--- src/rtl/lrclk.sv ---
`default_nettype none
// ============================================================================
// Module   : lrclk
// Purpose  : I2S / audio-codec clock generator. Divides the system clock into
//            a 50% duty serial bit clock (clk2, BCLK) and a left/right word
//            select (clk3, LRCK). It also gives the serializer one-cycle
//            strobes and the current bit slot so it can shift in step with
//            the codec. Pure timing source; carries no audio data.
// Ports    : clk        - system clock, all logic on the rising edge
//            rst_n      - asynchronous active-low reset
//            clk2       - bit clock (BCLK), registered
//            clk3       - word select (LRCK), 0 = left, 1 = right, registered
//            bclk_fall  - strobe, first clk cycle with clk2 low after a fall
//            lr_toggle  - strobe, first clk cycle after any clk3 change
//            bit_idx    - bit slot within the channel, 0 = first after LRCK edge
//            mclk       - codec master clock (only with LRCLK_MCLK_EN)
// Options  : define LRCLK_MCLK_EN to add the mclk output and its divider.
// Revision : 1.0 - initial release
// ============================================================================
module lrclk #(
   parameter int BCLK_HALF        = 8,
   parameter int BITS_PER_CHANNEL = 32
`ifdef LRCLK_MCLK_EN
   ,
   parameter int MCLK_HALF        = 2
`endif
) (
   input  logic                                clk,
   input  logic                                rst_n,
   output logic                                clk2,
   output logic                                clk3,
   output logic                                bclk_fall,
   output logic                                lr_toggle,
   output logic [$clog2(BITS_PER_CHANNEL)-1:0] bit_idx
`ifdef LRCLK_MCLK_EN
   ,
   output logic                                mclk
`endif
);

   localparam int c_DIV_W = (BCLK_HALF > 1) ? $clog2(BCLK_HALF) : 1;
   localparam int c_BIT_W = $clog2(BITS_PER_CHANNEL);

   localparam logic [c_DIV_W-1:0] c_DIV_LAST = c_DIV_W'(BCLK_HALF - 1);
   localparam logic [c_BIT_W-1:0] c_BIT_LAST = c_BIT_W'(BITS_PER_CHANNEL - 1);

   logic [c_DIV_W-1:0] r_div_cnt;
   logic [c_BIT_W-1:0] r_bit_idx;
   logic               r_clk2;
   logic               r_clk3;
   logic               r_bclk_fall;
   logic               r_lr_toggle;

   logic w_div_wrap;
   logic w_fall;
   logic w_bit_wrap;

   assign w_div_wrap = (r_div_cnt == c_DIV_LAST);
   // clk2 is about to go 1->0 on this edge
   assign w_fall     = w_div_wrap & r_clk2;
   assign w_bit_wrap = (r_bit_idx == c_BIT_LAST);

   always_ff @(posedge clk or negedge rst_n) begin
      if (!rst_n) begin
         r_div_cnt   <= '0;
         r_bit_idx   <= '0;
         r_clk2      <= 1'b0;
         r_clk3      <= 1'b0;
         r_bclk_fall <= 1'b0;
         r_lr_toggle <= 1'b0;
      end else begin
         if (w_div_wrap) begin
            r_div_cnt <= '0;
            r_clk2    <= ~r_clk2;
         end else begin
            r_div_cnt <= r_div_cnt + c_DIV_W'(1);
         end

         // Bit slot and LRCK advance only on BCLK falling edges, so LRCK
         // always changes together with a clk2 fall.
         if (w_fall) begin
            if (w_bit_wrap) begin
               r_bit_idx <= '0;
               r_clk3    <= ~r_clk3;
            end else begin
               r_bit_idx <= r_bit_idx + c_BIT_W'(1);
            end
         end

         // Strobes are registered on the same edge that moves clk2/clk3,
         // so they are high in the first cycle the new level is visible.
         r_bclk_fall <= w_fall;
         r_lr_toggle <= w_fall & w_bit_wrap;
      end
   end

   assign clk2      = r_clk2;
   assign clk3      = r_clk3;
   assign bclk_fall = r_bclk_fall;
   assign lr_toggle = r_lr_toggle;
   assign bit_idx   = r_bit_idx;

`ifdef LRCLK_MCLK_EN
   // mclk is derived from a phase counter spanning one full mclk period.
   // The counter is preset so that it reaches the rising phase point
   // (c_MHALF) on the same edge div_cnt first returns to 0 after reset.
   localparam int c_MPER   = 2 * MCLK_HALF;
   localparam int c_MPH_W  = $clog2(c_MPER);
   localparam int c_MPH_P0 = (MCLK_HALF - (BCLK_HALF % c_MPER) + c_MPER) % c_MPER;

   localparam logic [c_MPH_W-1:0] c_MPH_LAST  = c_MPH_W'(c_MPER - 1);
   localparam logic [c_MPH_W-1:0] c_MHALF     = c_MPH_W'(MCLK_HALF);
   localparam logic [c_MPH_W-1:0] c_MPH_RESET = c_MPH_W'(c_MPH_P0);

   logic [c_MPH_W-1:0] r_mph;
   logic               r_mclk;
   logic [c_MPH_W-1:0] w_mph_next;

   assign w_mph_next = (r_mph == c_MPH_LAST) ? '0 : (r_mph + c_MPH_W'(1));

   always_ff @(posedge clk or negedge rst_n) begin
      if (!rst_n) begin
         r_mph  <= c_MPH_RESET;
         r_mclk <= 1'b0;
      end else begin
         r_mph <= w_mph_next;
         // High half of the phase, but only entered at the rising phase
         // point: avoids a truncated first pulse right after reset.
         r_mclk <= (w_mph_next >= c_MHALF) & (r_mclk | (w_mph_next == c_MHALF));
      end
   end

   assign mclk = r_mclk;
`endif

endmodule
`default_nettype wire

--- config.mk ---
export PLATFORM = sky130hd
export DESIGN_NAME = lrclk
export DESIGN_NICKNAME = d
export VERILOG_FILES = /design/src/rtl/lrclk.sv
export SDC_FILE = /design/constraint.sdc
export NUM_CORES = 1
export LEC_CHECK = 0
export ABC_CLOCK_PERIOD_IN_PS = 1900
export CELL_PAD_IN_SITES_DETAIL_PLACEMENT = 0
export CELL_PAD_IN_SITES_GLOBAL_PLACEMENT = 2
export CORE_UTILIZATION = 30
export DETAILED_ROUTE_END_ITERATION = 6
export PLACE_DENSITY_LB_ADDON = 0.05
export RECOVER_POWER = 50
export SLEW_MARGIN = 5
export SYNTH_ARGS = -nofsm -noshare
export SYNTH_HDL_FRONTEND = slang
export SYNTH_SLANG_ARGS = --single-unit
--- constraint.sdc ---
create_clock -name clk -period 1.9 [get_ports clk]
set_clock_uncertainty 0.05 [all_clocks]
set_input_delay 0.285 -clock clk [delete_from_list [all_inputs] [get_ports clk]]
set_output_delay 0.285 -clock clk [all_outputs]
set_load 0.02 [all_outputs]
==> impl_metrics.json, run 1 <==
{
  "cts_tree": "yes",
  "dp_slack_ns": 0.227,
  "syn_nets": 44,
  "combPwrFrac_pct": 1.3,
  "crit_chain": "clkdlybuf4s50_1",
  "drv_cap": 0,
  "n_fill_cell": 159,
  "final_area_um2": 658,
  "globalRoute.totalOverflow": 0,
  "layout_common_cells": "dfrtp_1 (12), clkdlybuf4s50_1 (9), ha_1 (4)",
  "ff2ff_path_depth": 5,
  "layout_commonest_cell": "dfrtp_1",
  "cts_max_level": 1,
  "cts_made_buffers": 3,
  "hold_class": "in -> async",
  "cts.clk_slew.worst_paths_ns": 0.07,
  "numPortBuffers": 10,
  "clock.fmax_ghz": 0.593,
  "cts_sinks": 12,
  "wl_met1_um": 356,
  "setup_ws_ns": 0.215,
  "netlist_area_um2": 502,
  "crit_type": "reg -> out",
  "grt_pass1_wl_um": 1300,
  "path_delay_family": "buffers and inverters",
  "arrival_ns": 1.35,
  "worst_slew_pin_slew_ns": 0.508,
  "layout-drive-gt1-share_pct": 15.4,
  "dpl.hpwl_um": 569,
  "first_pass_iters": 2,
  "cts_resized": 0,
  "synth.avg_cell_area_um2": 13.2,
  "drtAntennaViolNets": 0,
  "intPower_mw": 0.373,
  "wl_met2_um": 326,
  "synth_seq_cells": 12,
  "max_slew_margin_pct": 66.0,
  "core_area_um2": 1540,
  "outcome": "finished, final reports clean",
  "ir_drop_mv": 0.536,
  "ctsLongestPathBuffers": 2,
  "syn_to_final_growth_pct": 31.2,
  "start_kind": "register",
  "cellPowerDensity_nw_per_um2": 694,
  "drt_iter0_drc": 3,
  "cpPeakStageDelay_ns": 0.64,
  "die_h_um": 42.9,
  "postPlaceCellArea_um2": 622,
  "start_util_pct": 32.5,
  "top_layer": "met4",
  "rsz0062_at_grt": "no",
  "via_count": 326,
  "root_buffer": "clkbuf_4",
  "synthCells": 38,
  "boundaryPins": 11,
  "grt_start_max_net_pins": 13,
  "viasPerCell": 4.79,
  "wire_per_inst_um": 10.9,
  "drcViolationCount": 0,
  "cp-end-kind": "output port",
  "wl_met3_um": 49,
  "synth.area.top_cells": "dfrtp_1 (60%), ha_1 (10%), xor2_1 (3.5%)",
  "period_share_pct": 88.7,
  "num_rows": 14,
  "swShare_pct": 18.4,
  "critPathMaxFanout": 5,
  "cp_num_cells": 1,
  "critPathBufInv": 1,
  "grt_pass1_vias": 294,
  "die_area_um2": 1840,
  "seqPwrFrac_pct": 55.9,
  "p_sw_mw": 0.0839,
  "fin_nets": 59,
  "final_cells": 68,
  "ctsHoldBuffers": 0,
  "wl_um": 742,
  "clock_latency_ns": 0.27,
  "fin_setup_tns_ns": 0,
  "gp_congestion": 0.674,
  "power_frac_clock_pct": 42.9,
  "yosysTopAreaCell": "dfrtp_1",
  "setup_viol_count_final": 0,
  "hold_violations": 0,
  "required_ns": 1.56,
  "slowest_stage": "clkdlybuf4s50_1",
  "yosys_warnings": 0,
  "drv_slew": 0,
  "synth_top_area_share_pct": 59.9,
  "grt_util_all_layers_pct": 10.3,
  "placed_cells": 64,
  "p_leak_nw": 0.356,
  "ys_types": 20,
  "grt_antenna_before_repair": 0,
  "seq_area_frac_synth_pct": 59.9,
  "dieWidth_um": 42.9,
  "min_period_ns": 1.69,
  "post_cts_buffers": 0,
  "diodes": 0
}
[cells in the mapped netlist]
| library cell | number |
|---|---|
| a21oi_1 | 1 |
| a221o_1 | 1 |
| and2b_1 | 1 |
| dfrtp_1 | 12 |
| inv_1 | 2 |
| nor2_1 | 1 |
| and4b_1 | 1 |
| o21ai_0 | 2 |
| nor3_1 | 1 |
| nand3_1 | 1 |
| nand2b_1 | 1 |
| and3_1 | 1 |
| nand2_4 | 1 |
| a21o_1 | 1 |
| ha_1 | 4 |
| nor4_2 | 1 |
| and3_2 | 1 |
| nand2_1 | 2 |
| mux2_2 | 1 |
| xor2_1 | 2 |
[state kept, by name (all words and copies together), names as in the netlist]
| signal | cells |
|---|---|
| bclk_fall | 1 |
| clk3 | 1 |
| clk2 | 1 |
| lr_toggle | 1 |
| bit_idx | 5 |
| r_div_cnt | 3 |
[power groups by stage]
stage	Sequential (mW)	Clock (mW)	Combinational (mW)
after CTS	0.255	0.203	0.00679
after detailed placement	0.260	0	0.00678
final	0.255	0.196	0.00585
after floorplan	0.260	0	0.000000145
after global placement	0.260	0	0.00657
after global routing	0.255	0.223	0.00700
[per-layer routing]
metal  GRT usage [%]  up-vias
met5               0        -
met4            5.63        0
met3            7.66        2
met2            12.7       10
met1            12.6      150
li1                -      164
[path summary, 6_finish.rpt]
check | startpoint | endpoint | slack [ns]
hold / removal | rst_n | lr_toggle | 0.37
setup / recovery | clk2 | clk2 | 0.21
setup reg to reg | bit_idx[0] | bit_idx[3] | 0.22
max in group asynchronous | rst_n | bit_idx[0] | 1.09
hold reg to reg | r_div_cnt[0] | r_div_cnt[0] | 0.39
min in group clk | r_div_cnt[0] | r_div_cnt[0] | 0.39
[layout make-up]
| cell class | count | area [µm²] | area share (%) |
|---|---|---|---|
| Multi-Input combinational cell | 24 | 194 | 29.5 |
| Clock buffer | 4 | 36.3 | 5.51 |
| Tap cell | 16 | 20.0 | 3.04 |
| Sequential cell | 12 | 300 | 45.6 |
| Inverter | 2 | 7.51 | 1.14 |
| Timing Repair Buffer | 10 | 100 | 15.2 |
[cells by family (layout without fill, tap and decap cells)]
kind of cell             after synthesis  count (layout)  share of synthesized area (%)
buffers and inverters                  2              16                           1.50
adder cells (fa/ha/maj)                4               4                           9.98
XOR/XNOR                               2               2                           3.49
AND/OR/NAND/NOR                       12              12                           16.5
flip-flops                            12              12                           59.9
multiplexers                           1               1                           2.24
AO/OA/AOI/OAI                          5               5                           6.48
[stage by stage]
| step | power, mW | hold slack (ns) | util, % |
|---|---|---|---|
| 2_1_floorplan | 0.260 | -0.0606 | - |
| 3_3_place_gp | 0.267 | 0.369 | 40.3 |
| 3_5_place_dp | 0.267 | 0.388 | 40.3 |
| 4_1_cts | 0.465 | 0.318 | 42.7 |
| 5_1_grt | 0.485 | 0.396 | 42.7 |
| 6_report | 0.457 | 0.371 | 42.7 |
Note: power is estimated with default switching activity, not from simulation.
==> run 2: changes to the inputs <==
--- a/config.mk
+++ b/config.mk
@@ -8,7 +8,9 @@
 export ABC_CLOCK_PERIOD_IN_PS = 1900
 export CELL_PAD_IN_SITES_DETAIL_PLACEMENT = 0
 export CELL_PAD_IN_SITES_GLOBAL_PLACEMENT = 2
+export CORE_MARGIN = 3
 export CORE_UTILIZATION = 30
+export CTS_CLUSTER_SIZE = 24
 export DETAILED_ROUTE_END_ITERATION = 6
 export PLACE_DENSITY_LB_ADDON = 0.05
 export RECOVER_POWER = 50
==> run 2 against run 1 <==
  * Sequential cell count unchanged
  * Maximum frequency is 1.2% lower
  * Combinational power is 2% higher
  * Critical path depth unchanged
  * Non-clock buffer count did not move
  * Global-route usage shrank 1.4 points
  * Core utilization fell by 0.89 points
  * Die area grew 20%
  * Sequential power is essentially flat
==> impl_metrics.json, run 2 (same netlist as run 1, synthesis figures left out) <==
{
  "required_ns": 1.56,
  "numPortBuffers": 10,
  "path_delay_family": "buffers and inverters",
  "ir_drop_mv": 0.466,
  "die_area_um2": 2200,
  "cts.clk_slew.worst_paths_ns": 0.07,
  "postPlaceCellArea_um2": 622,
  "p_leak_nw": 0.349,
  "setup_viol_count_final": 0,
  "first_pass_iters": 3,
  "hold_class": "in -> async",
  "die_h_um": 46.9,
  "multi_input_area_um2": 194,
  "fin_nets": 59,
  "grt_antenna_before_repair": 0,
  "r2r_setup_slack_ns": 0.21,
  "cts_max_level": 1,
  "power_frac_clock_pct": 35.3,
  "layout_commonest_cell": "dfrtp_1",
  "max_slew_margin_pct": 65.3,
  "gp_congestion": 0.714,
  "dp_slack_ns": 0.232,
  "wire_per_inst_um": 11.5,
  "viasPerCell": 4.76,
  "dpl.hpwl_um": 601,
  "layout_common_cells": "dfrtp_1 (12), clkdlybuf4s50_1 (9), ha_1 (4)",
  "setup_ws_ns": 0.194,
  "drv_cap": 0,
  "wl_um": 769,
  "crit_chain": "clkdlybuf4s50_1",
  "root_buffer": "clkbuf_4",
  "layout-drive-gt1-share_pct": 13.7,
  "cp-end-kind": "output port",
  "clock.fmax_ghz": 0.586,
  "syn_to_final_growth_pct": 28.4,
  "cts_tree": "yes",
  "critPathMaxFanout": 5,
  "outcome": "finished, final reports clean",
  "core_area_um2": 1540,
  "cpPeakStageDelay_ns": 0.65,
  "cts_sinks": 12,
  "drcViolationCount": 0,
  "cts_resized": 0,
  "cp_num_cells": 1,
  "clock_latency_ns": 0.26,
  "p_sw_mw": 0.0739,
  "grt_util_all_layers_pct": 8.93,
  "crit_type": "reg -> out",
  "dieWidth_um": 46.9,
  "largest_reg_flops": 5,
  "cts_made_buffers": 3,
  "seq_area_um2": 300,
  "fin_setup_tns_ns": 0,
  "swShare_pct": 18.3,
  "combPwrFrac_pct": 1.5,
  "ctsLongestPathBuffers": 2,
  "finalPower_mw": 0.404,
  "min_period_ns": 1.71,
  "n_fill_cell": 151,
  "ff2ff_path_depth": 5,
  "intPower_mw": 0.330,
  "boundaryPins": 11,
  "grt_start_max_net_pins": 13,
  "grt_pass1_wl_um": 1300,
  "num_rows": 14,
  "cellPowerDensity_nw_per_um2": 627,
  "globalRoute.totalOverflow": 0,
  "grt_pass1_vias": 297,
  "rsz0062_at_grt": "no",
  "drtAntennaViolNets": 0,
  "via_count": 319,
  "start_kind": "register",
  "diodes": 0,
  "worst_slew_pin_slew_ns": 0.519,
  "drt_iter0_drc": 3,
  "critPathBufInv": 1,
  "start_util_pct": 32.5,
  "seqPwrFrac_pct": 63.3,
  "drv_slew": 0,
  "ctsHoldBuffers": 0,
  "hold_violations": 0,
  "post_cts_buffers": 0,
  "arrival_ns": 1.37,
  "slowest_stage": "clkdlybuf4s50_1",
  "final_area_um2": 644,
  "period_share_pct": 89.8
}
[run 2: changes by cell type in the layout (fill, tap and decap cells not counted)]
cell	before	now
clkbuf_8	1	0
[run 2: worst paths after layout]
| check | startpoint | end |
|---|---|---|
| min | rst_n | bclk_fall |
| min in group clk | r_div_cnt[0] | r_div_cnt[0] |
| max | clk2 | clk2 |
| max in group asynchronous | rst_n | bit_idx[1] |
| max reg2reg | bit_idx[0] | bit_idx[3] |
| min reg2reg | r_div_cnt[0] | r_div_cnt[0] |
[run 2: layout make-up]
| class | count | area share [%] |
|---|---|---|
| clock buffers | 3 | 3.50 |
| inverters | 2 | 1.17 |
| multi-input cells | 24 | 30.1 |
| flip-flops and latches | 12 | 46.6 |
| well taps | 16 | 3.11 |
| repair buffers | 10 | 15.5 |
[run 2: metal layers]
metal | global-route usage [%] | up-vias | share of wire [%]
li1 | - | 160 | -
met1 | 10.4 | 147 | 45
met2 | 13.3 | 12 | 46
met3 | 6.90 | 0 | 8.6
met4 | 1.66 | 0 | 0
met5 | 0 | - | 0
[run 2: power groups by stage]
stage               sequential (mW)  combinational, mW  clock [mW]
floorplan                     0.260        0.000000145           0
global placement              0.260            0.00658           0
detailed placement            0.260            0.00681           0
CTS                           0.255            0.00686       0.152
global route                  0.255            0.00701       0.169
finish                        0.255            0.00595       0.142
[run 2: metrics by stage]
step | utilization (%) | instances | hold slack (ns)
6_report | 41.8 | 67 | 0.385
3_5_place_dp | 40.3 | 64 | 0.388
4_1_cts | 41.8 | 67 | 0.328
2_1_floorplan | - | 38 | -0.0606
5_1_grt | 41.8 | 67 | 0.401
3_3_place_gp | 40.3 | 64 | 0.369
